$ cat config.mk
export PLATFORM = sky130hd
export DESIGN_NAME = spi_reg_ctrl
export DESIGN_NICKNAME = d
export VERILOG_FILES = /design/src/rtl/spi_reg_pkg.sv /design/src/rtl/sync_bit.sv /design/src/rtl/spi_reg_ctrl.sv
export SDC_FILE = /design/constraint.sdc
export NUM_CORES = 1
export LEC_CHECK = 0
export CAP_MARGIN = 10
export CORE_UTILIZATION = 40
export CTS_CLUSTER_SIZE = 20
export DETAILED_ROUTE_END_ITERATION = 10
export PLACE_DENSITY = 0.61
export SYNTH_ARGS = -nofsm -noshare
export SYNTH_HDL_FRONTEND = slang
export SYNTH_SLANG_ARGS = --single-unit
$ cat constraint.sdc
create_clock -name clk -period 1.95 [get_ports clk]
set_input_delay 0.2925 -clock clk [delete_from_list [all_inputs] [get_ports clk]]
set_output_delay 0.2925 -clock clk [all_outputs]
set_load 0.1 [all_outputs]
$ cat src/rtl/spi_reg_pkg.sv
// Shared constants and types for the SPI register controller.
package spi_reg_pkg;

    localparam logic [6:0] ADDR_EN_OUT_LO = 7'h00;
    localparam logic [6:0] ADDR_EN_OUT_HI = 7'h01;
    localparam logic [6:0] ADDR_EN_PWM_LO = 7'h02;
    localparam logic [6:0] ADDR_EN_PWM_HI = 7'h03;
    localparam logic [6:0] ADDR_DUTY      = 7'h04;

    localparam int unsigned FRAME_BITS = 16;
    localparam int unsigned REG_COUNT  = 5;
    localparam int unsigned CNT_W      = 5;
    localparam int unsigned ADDR_W     = 7;
    localparam int unsigned DATA_W     = 8;

    // Bit counter saturates one past a full frame so long frames stay detectable.
    localparam logic [CNT_W-1:0] CNT_SAT = CNT_W'(FRAME_BITS + 1);

    typedef enum logic [1:0] {
        IDLE,
        SHIFT,
        COMMIT
    } spi_state_t;

endpackage

$ cat src/rtl/sync_bit.sv
// Flop-chain synchroniser for one asynchronous input, cleared by reset.
module sync_bit #(
    parameter int unsigned STAGES = 2
) (
    input  logic clk,
    input  logic rst_n,
    input  logic d,
    output logic q
);

    logic [STAGES-1:0] chain;

    // Shift the asynchronous input through the chain.
    always_ff @(posedge clk) begin
        if (!rst_n) begin
            chain <= '0;
        end else begin
            chain <= {chain[STAGES-2:0], d};
        end
    end

    assign q = chain[STAGES-1];

endmodule

$ cat src/rtl/spi_reg_ctrl.sv
// SPI mode-0 write-only slave committing 16-bit frames into five config registers.
module spi_reg_ctrl
    import spi_reg_pkg::*;
#(
    parameter int unsigned SYNC_STAGES = 2,
    parameter logic [6:0]  MAX_ADDR    = 7'h04
) (
    input  logic       clk,
    input  logic       rst_n,
    input  logic       sclk,
    input  logic       ncs,
    input  logic       copi,
    output logic [7:0] en_reg_out_7_0,
    output logic [7:0] en_reg_out_15_8,
    output logic [7:0] en_reg_pwm_7_0,
    output logic [7:0] en_reg_pwm_15_8,
    output logic [7:0] pwm_duty_cycle,
    output logic       wr_strobe,
    output logic       frame_err
);

    logic sclk_s, ncs_s, copi_s;
    logic sclk_d, ncs_d, copi_d;
    logic sclk_rise, ncs_rise, ncs_fall;

    spi_state_t             state, state_next;
    logic [FRAME_BITS-1:0]  shift, shift_next;
    logic [CNT_W-1:0]       bit_cnt, cnt_next;
    logic                   wr_next, err_next;
    logic [ADDR_W-1:0]      frame_addr;
    logic [DATA_W-1:0]      frame_data;

    sync_bit #(.STAGES(SYNC_STAGES)) u_sync_sclk (.clk(clk), .rst_n(rst_n), .d(sclk), .q(sclk_s));
    sync_bit #(.STAGES(SYNC_STAGES)) u_sync_ncs  (.clk(clk), .rst_n(rst_n), .d(ncs),  .q(ncs_s));
    sync_bit #(.STAGES(SYNC_STAGES)) u_sync_copi (.clk(clk), .rst_n(rst_n), .d(copi), .q(copi_s));

    // Delay flops for edge detection; copi delayed too so data lines up with the sclk detect.
    always_ff @(posedge clk) begin
        if (!rst_n) begin
            sclk_d <= 1'b0;
            ncs_d  <= 1'b0;
            copi_d <= 1'b0;
        end else begin
            sclk_d <= sclk_s;
            ncs_d  <= ncs_s;
            copi_d <= copi_s;
        end
    end

    assign sclk_rise  = sclk_s & ~sclk_d;
    assign ncs_rise   = ncs_s & ~ncs_d;
    assign ncs_fall   = ~ncs_s & ncs_d;
    assign frame_addr = shift[FRAME_BITS-2 -: ADDR_W];
    assign frame_data = shift[DATA_W-1:0];

    // State, shift register, counter and strobe registers.
    always_ff @(posedge clk) begin
        if (!rst_n) begin
            state     <= IDLE;
            shift     <= '0;
            bit_cnt   <= '0;
            wr_strobe <= 1'b0;
            frame_err <= 1'b0;
        end else begin
            state     <= state_next;
            shift     <= shift_next;
            bit_cnt   <= cnt_next;
            wr_strobe <= wr_next;
            frame_err <= err_next;
        end
    end

    // Next-state, frame capture and commit decision.
    always_comb begin
        state_next = state;
        shift_next = shift;
        cnt_next   = bit_cnt;
        wr_next    = 1'b0;
        err_next   = 1'b0;
        case (state)
            IDLE: begin
                if (ncs_fall) begin
                    state_next = SHIFT;
                    shift_next = '0;
                    cnt_next   = '0;
                end
            end
            SHIFT: begin
                if (ncs_fall) begin
                    shift_next = '0;
                    cnt_next   = '0;
                end else if (ncs_rise) begin
                    state_next = COMMIT;
                end else if (sclk_rise) begin
                    shift_next = {shift[FRAME_BITS-2:0], copi_d};
                    if (bit_cnt != CNT_SAT) begin
                        cnt_next = bit_cnt + CNT_W'(1);
                    end
                end
            end
            COMMIT: begin
                state_next = IDLE;
                if (bit_cnt != CNT_W'(FRAME_BITS)) begin
                    err_next = 1'b1;
                end else if (shift[FRAME_BITS-1]) begin
                    if (frame_addr <= MAX_ADDR) begin
                        wr_next = 1'b1;
                    end else begin
                        err_next = 1'b1;
                    end
                end
            end
            default: state_next = IDLE;
        endcase
    end

    // Register file: updated only in the cycle leaving COMMIT with a valid write.
    always_ff @(posedge clk) begin
        if (!rst_n) begin
            en_reg_out_7_0  <= '0;
            en_reg_out_15_8 <= '0;
            en_reg_pwm_7_0  <= '0;
            en_reg_pwm_15_8 <= '0;
            pwm_duty_cycle  <= '0;
        end else if (wr_next) begin
            case (frame_addr)
                ADDR_EN_OUT_LO: en_reg_out_7_0  <= frame_data;
                ADDR_EN_OUT_HI: en_reg_out_15_8 <= frame_data;
                ADDR_EN_PWM_LO: en_reg_pwm_7_0  <= frame_data;
                ADDR_EN_PWM_HI: en_reg_pwm_15_8 <= frame_data;
                ADDR_DUTY:      pwm_duty_cycle  <= frame_data;
                default: ;
            endcase
        end
    end

endmodule

After elaboration in Yosys (flattened, before gate mapping)
Cells that the tools add are included.
{ "word_totals": {"wordCells": 72, "inputBits": 5, "register_bits": 74, "output_inout_bits": 42} }
{ "op_classes": {"order_cmp": 1, "reduce_logical": 12, "n_eq_ne": 14, "bitwise_logic": 6, "n_addsub": 1, "n_mux": 22} }
{ "op_table": {"columns": ["cell", "count"], "rows": [
  ["16-bit two-way mux", 4],
  ["16-bit one-hot mux with 2 select lines", 1],
  ["5-bit two-way mux", 5],
  ["7-bit by 2-bit equality test with 1-bit output (second input constant)", 2],
  ["2-bit AND reduction", 6],
  ["5-bit inequality test (second input constant)", 2],
  ["5-bit one-hot mux with 2 select lines", 1],
  ["3-bit inequality test (second input constant)", 3],
  ["7-bit by 1-bit equality test with 1-bit output (second input constant)", 1],
  ["7-bit by 3-bit equality test with 1-bit output (second input constant)", 1],
  ["7-bit by 3-bit less-or-equal comparator with 1-bit output (second input constant)", 1],
  ["7-bit zero test", 1],
  ["1-bit two-way mux", 7],
  ["2-bit two-way mux", 3],
  ["2-bit inequality test (second input constant)", 3],
  ["5-bit by 1-bit adder with 5-bit output (second input constant)", 1],
  ["5-bit AND reduction", 1],
  ["2-bit one-hot mux with 2 select lines", 1],
  ["4-bit AND reduction", 1],
  ["1-bit bitwise AND", 3],
  ["1-bit inverter", 3],
  ["3-bit AND reduction", 1],
  ["2-bit by 1-bit equality test with 1-bit output (second input constant)", 1],
  ["2-bit equality test (second input constant)", 1],
  ["other kinds (2)", 2]
]} }

Logic depth before layout (Yosys ltp)
Gate-level depths: netlist (run 1).
{ "logic_depth": {"ltp_word": 6, "ltp_mapped": 8, "ltp_nobuf": 6} }

Hierarchy
From an unflattened synthesis (run 1), not the netlist that was laid out.
{ "unflattened": {"hier_cells": 298, "area_unflattened_um2": 2919.0} }
{ "by_module_without_submodules": {"columns": ["mod", "n_inst", "area_per_inst_um2", "seq_area_each_um2", "cells_per_inst"], "rows": [
  ["spi_reg_ctrl", 1, 2761.4, 1361.3, 286],
  ["sync_bit", 3, 52.6, 40.0, 4]
]} }

Worst setup path before layout (run 1)
Ideal clock, no wire load.
{ "synth_path": {"path_kind": "reg2reg", "startpoint": "register bit_cnt[0]", "endpoint": "register en_reg_pwm_15_8[2]", "setup_slack_ps": 299, "n_path_buf": 2, "stages_incl_launch_ff": 9, "required_ps": 1827, "setup_ps": 123, "period_less_slack_ps": 1651, "arrival_ps": 1528, "path_cell_list": "dfxtp_1 -> inv_1 -> ha_1 -> and4bb_1 -> and4_1 -> buf_6 -> and4b_1 -> buf_6 -> mux2i_1"} }
{ "synth_between": {"elab_chain_cells": 4} }
{ "synth_lines": {"columns": ["element", "line_no", "rtl"], "rows": [
  ["from (decl)", "spi_reg_ctrl.sv:28", "logic [CNT_W-1:0] bit_cnt, cnt_next;"],
  ["from (signal assigned)", "spi_reg_ctrl.sv:67", "bit_cnt <= cnt_next;"],
  ["5-bit inequality test", "spi_reg_ctrl.sv:103", "if (bit_cnt != CNT_W'(FRAME_BITS)) begin"],
  ["1-bit two-way mux", "spi_reg_ctrl.sv:103", null],
  ["1-bit two-way mux", "spi_reg_ctrl.sv:80", "case (state)"],
  ["2-bit AND reduction (no line)", null, null],
  ["to (signal assigned)", "spi_reg_ctrl.sv:130", "ADDR_EN_PWM_HI: en_reg_pwm_15_8 <= frame_data;"],
  ["to (decl)", "spi_reg_ctrl.sv:16", "output logic [7:0] en_reg_pwm_15_8,"]
]} }
Every way passes these cells.
A chain may end at the register's enable or synchronous reset.

Final worst setup path (run 1)
{ "layout_path": {"startpoint": "register bit_cnt[0]", "endpoint": "register en_reg_pwm_15_8[1]"} }
Same word-level chain as after synthesis.

==> reports/results.ini, run 1 <==
[worst_setup_path]
endpoint_kind=flip-flop
arrival_ps=2030
rr_startpoint=bit_cnt[0]
critical_path_class=flip-flop to flip-flop
critPathRequiredTime_ps=2210
cp_slowest_cell=dfxtp_1
crit_start=bit_cnt[0]
crit_path_max_incr_delay_ps=350
crit_fanout=8
critPathLaunchType=flip-flop
crit_chain=inv_1 -> ha_1 -> and4bb_1 -> and4_2 -> and4b_1 -> buf_12 -> mux2i_1

[timing]
timing.fmax_mhz=567
rsz0062_at_grt=false
setup_viol=0
worstMarginPinSlew_ps=512
period_minus_slack_ps=1760
tns_ps=0
clock_skew_ps=12.6
finalHoldViolations=0
fin_crit_sh=0.904
slew_headroom=0.654
maxSlewViolCount=0

[grt]
busiest_layer=met1
grt-ovfl-total=0
grt_usage=0.176
grtUsageMet2=0.235
grt_pass1_wl_um=10100
grt_max_degree=43
gr-usage-met1=0.262
grt_util_met3=0.0284
grt_pass1_vias=1967
antenna_found_initial=0

[placed_design]
portBuffers=46
gp_congestion=0.759
dp.cells=431
dp_hpwl_um=4070

[floorplan]
coreArea_um2=6910
die_x_um=87.3
die-area_um2=7620
pin_count=47
num_rows=30
start_util=0.422
die_h_um=87.3

[logic_synthesis]
yosys_register_bits=74
synth_cell_type_count=41
seq_area_frac_synth=0.509
ys.flop_type=dfxtp_1
synth_fa_ha_area_frac=0.0129
muxShareOfSynthArea=0.138
synth_simple_gate_area_frac=0.217
synth_cells=298
syn_area_um2=2910
synth-edff-count=0
synth_fp_nets=306
synth_compound_area_frac=0.0834
synth-xor-area-share=0.00301
syn_area_per_cell_um2=9.77
ys_warn_count=0
synth-async-reset-ratio=0
synth_top_family_by_area=simple AND/OR/NAND/NOR gates

[detailed_routing]
initialDrtViolationCount=67
avgViaCountPerCell=4.93
drc=0
vias=2203
routed_wl_um=6210
ant_nets=0
drt_first_pass_iters=4
post_drt_wl_per_cell_um=13.9

[power_and_ir_drop]
p_leak_nw=1.58
p_switching_mw=0.608
vdd_ir_drop_max_mv=0.420
pwr-share-clk=0.444
p_sw_frac=0.212
power_frac_seq=0.530
intPower_mw=2.27
powerDensity_nw_per_um2=801
p_comb_frac=0.026

[job]
maxCapViolations=0

[final_layout]
diodes=0
drive_above_1_share=0.205
area.growth.synth_to_final_pct=23.3
final_net_count=354
finalNonFillerCells=447
post-route-util=0.520

[clock_network]
h-tree-depth=3
ctsRootBufferMaster=clkbuf_8
clk_path_buf_depth=2
cts_tree=built
path_clk_slew_ps=70
cts_inserted_buffers=9
clock-sinks=74
clock_latency_ps=350

[hold_path]
worstHoldPathType=input port to flip-flop
hp-start=rst_n

[outcome]
status=completed

[power groups by stage]
| stage | logic, mW | clock network [mW] | registers (mW) |
|---|---|---|---|
| after global placement | 0.0757 | 0 | 1.56 |
| after detailed placement | 0.0754 | 0 | 1.56 |
| final | 0.0748 | 1.28 | 1.52 |
| after global routing | 0.0821 | 1.38 | 1.52 |
| after floorplan | 0.0496 | 0 | 1.56 |
| after CTS | 0.0757 | 1.31 | 1.52 |
[critical path: cells and delay by family, from the launching register on]
kind | cells | cell delay (ps)
simple gates | 3 | 790
flops | 1 | 350
buf+inv | 2 | 240
mux | 1 | 180
fa+ha+maj | 1 | 130
[path summary, 6_finish.rpt]
path                            slack (ps)                   to  cells past startpoint
worst max register to register         190   en_reg_pwm_15_8[1]                      7
worst min-delay path                   380            frame_err                      3
worst max-delay path                   190   en_reg_pwm_15_8[1]                      7
worst min register to register         440  u_sync_ncs.chain[1]                      1
[through the flow]
stage	power, mW	cell area (µm²)	hold WS, ps	setup WS (ps)
final	2.88	3590	379	187
after global routing	2.99	3590	415	49.8
after CTS	2.91	3590	384	139
after detailed placement	1.63	3380	423	141
after global placement	1.63	3380	413	211
after floorplan	1.61	2910	412	299
[layout by cell type, fill, tap and decap left out, types with 2 or more instances in the layout]
cell              n
nand3_1          23
nor4bb_1          2
clkdlybuf4s50_1   3
inv_1             4
o211a_1           3
nor3b_1           2
clkbuf_8          9
mux2i_1          40
nand2b_1          2
buf_4            46
nand2_1          71
clkbuf_1          2
ha_1              3
o21ai_0           2
and2_1            9
dfxtp_1          74
bufinv_16         2
clkinv_2          2
a21boi_1          5
nor2_1            4
buf_12            3
a21oi_1           7
nand3_2           2
a21boi_0          7
nor2b_1           3
[metal layers]
| layer | share of wire | wire length [µm] | vias to the layer above |
|---|---|---|---|
| met5 | 0 | 0 | - |
| met4 | 0.018 | 113 | 0 |
| met3 | 0.056 | 348 | 9 |
| met2 | 0.43 | 2680 | 46 |
| met1 | 0.49 | 3070 | 1041 |
| li1 | - | - | 1107 |
[layout make-up]
cell class | count | area, µm²
clock inverter | 5 | 78.8
multi-input combinational | 204 | 1320
fill | 661 | 3320
clock buffer | 11 | 131
inverter | 4 | 15.0
sequential | 74 | 1480
tap | 96 | 120
timing repair buffer | 53 | 440
[cell families after synthesis]
| family | Yosys count |
|---|---|
| AOI/OAI and AO/OA | 31 |
| xor gates and xnor gates | 1 |
| adders and majority gates | 3 |
| buffers and inverters | 20 |
| DFF | 74 |
| muxes | 40 |
| and+or+nand+nor | 129 |
[synth_stat cells, drive strengths merged (2+ instances only)]
library cell  number  area (µm²)
nor2b              3        18.8
nor2               5        21.3
buf                7        58.8
o21ai              2        10.0
o211a              3        30.0
clkbuf             9        33.8
ha                 3        37.5
nand2             72         273
dfxtp             74        1480
a21oi              7        35.0
a21boi            12        90.1
mux2i             40         400
nor3b              2        15.0
nand3             25         135
inv                4        15.0
and2               9        56.3
nand2b             3        21.3
nor4bb             2        20.0
[sequential cells by signal, summed over array words and instances, names as in the netlist]
register           count
bit_cnt                5
copi_d                 1
en_reg_out_15_8        8
en_reg_out_7_0         8
en_reg_pwm_15_8        8
en_reg_pwm_7_0         8
frame_err              1
ncs_d                  1
pwm_duty_cycle         8
sclk_d                 1
shift                 16
state                  2
u_sync_copi.chain      2
u_sync_ncs.chain       2
u_sync_sclk.chain      2
wr_strobe              1
[what timing repair did]
action                     CTS  global route
hold endpoints to repair     0             0
setup buffers                0             0
setup endpoints to repair    0             3
resized for setup            0             1
hold buffers                 0             0
No activity file was read; power rests on OpenSTA's default activity.
==> inputs of run 2 (changes only) <==
--- a/config.mk
+++ b/config.mk
@@ -10,6 +10,8 @@
 export CTS_CLUSTER_SIZE = 20
 export DETAILED_ROUTE_END_ITERATION = 10
 export PLACE_DENSITY = 0.61
+export SETUP_SLACK_MARGIN = 0.1
+export SKIP_CTS_REPAIR_TIMING = 1
 export SYNTH_ARGS = -nofsm -noshare
 export SYNTH_HDL_FRONTEND = slang
 export SYNTH_SLANG_ARGS = --single-unit
==> run 2 against run 1 <==
Sequential share of layout area about the same. Combinational power about the same. Largest cell class unchanged. Largest power group unchanged. Cell count unchanged.
==> reports/results.ini, run 2 (synthesis results as in run 1) <==
[final_layout]
final_net_count=354
largest_register_ffs=16
top_register=shift
diodes=0
layout_common_cells=dfxtp_1, nand2_1, buf_4
post-route-util=0.520
fillers=664
drive_above_1_share=0.208
stdcell_area_um2=3590
final_common_cell=dfxtp_1
area.growth.synth_to_final_pct=23.4
finalNonFillerCells=447

[clock_network]
clk_path_buf_depth=2
clock_latency_ps=340
h-tree-depth=3
path_clk_slew_ps=70
cts_inserted_buffers=9
ctsRootBufferMaster=clkbuf_8
cts_tree=built
clock-sinks=74

[timing]
holdWs_ps=391
slew_headroom=0.659
fin_crit_sh=0.890
timing.fmax_mhz=576
tns_ps=0
clock_skew_ps=12.8
finalHoldViolations=0
maxSlewViolCount=0
setup_viol=0
worstMarginPinSlew_ps=505
period_minus_slack_ps=1740
rsz0062_at_grt=false
timing.final.ws_setup_ps=214

[detailed_routing]
drc=0
initialDrtViolationCount=66
vias=2187
drt_first_pass_iters=4
avgViaCountPerCell=4.89
post_drt_wl_per_cell_um=13.9
routed_wl_um=6220
ant_nets=0

[worst_setup_path]
endpoint_kind=flip-flop
critical_path_class=flip-flop to flip-flop
critPathRequiredTime_ps=2210
crit_fanout=8
rr_worst_depth=7
critPathLaunchType=flip-flop
arrival_ps=2000

[power_and_ir_drop]
p_leak_nw=1.58
vdd_ir_drop_max_mv=0.420
power_mw=2.87
powerDensity_nw_per_um2=799

[placed_design]
dp_hpwl_um=4070
post-place-ws_ps=141
place_area_um2=3380
portBuffers=46
dp.cells=431
gp_congestion=0.759

[job]
maxCapViolations=0

[grt]
grt_max_degree=43
antenna_found_initial=0
grt_pass1_wl_um=10100
grt-ovfl-total=0
grt_pass1_vias=1967
grt_usage=0.176

[floorplan]
start_util=0.422
die_h_um=87.3
num_rows=30
coreArea_um2=6910
die_x_um=87.3
die-area_um2=7620
pin_count=47

[outcome]
status=completed

[hold_path]
worstHoldPathType=input port to flip-flop
whs_path_depth=3

## run 2: changes by cell type in the layout (fill, tap and decap cells not counted)
| cell | before | now |
|---|---|---|
| and4_2 | 1 | 0 |
| dfxtp_2 | 0 | 1 |
| dfxtp_1 | 74 | 73 |
| and4_4 | 0 | 1 |
## run 2: final timing paths
check / slack (ps) / from / end
setup reg to reg: 210 / bit_cnt[0] / en_reg_pwm_15_8[1]
hold / removal: 390 / rst_n / frame_err
hold reg to reg: 440 / u_sync_ncs.chain[0] / u_sync_ncs.chain[1]
setup / recovery: 210 / bit_cnt[0] / en_reg_pwm_15_8[1]
## run 2: layout make-up
type                       instances  area (µm²)  share of cell area
sequential                        74        1480               0.413
multi-input combinational        204        1330               0.369
timing repair buffer              53         440               0.123
clock buffer                      11         131              0.0366
tap                               96         120              0.0334
clock inverter                     5        78.8              0.0219
inverter                           4        15.0             0.00418
## run 2: power by group
group	total [mW]	internal, mW	leakage, nW	switching (mW)
clock network	1.27	0.720	0.107	0.555
registers	1.52	1.52	0.598	0.00528
logic	0.0748	0.0291	0.875	0.0456
total	2.87	2.27	1.58	0.606
## run 2: metal layers
layer | vias to the layer above | GRT usage | routed length (µm) | part of all wire
met5 | - | 0 | 0 | 0
met2 | 32 | 0.235 | 2720 | 0.44
li1 | 1106 | - | - | -
met1 | 1039 | 0.262 | 3150 | 0.51
met4 | 0 | 0.103 | 131 | 0.021
met3 | 10 | 0.0284 | 212 | 0.034
## run 2: worst max-delay path, cell delays in order (launching register included)
cell and delay [ps]:
dfxtp_1 350, inv_1 90, ha_1 130, and4bb_1 240, and4_4 270, and4b_1 240, buf_12 150, mux2i_1 180
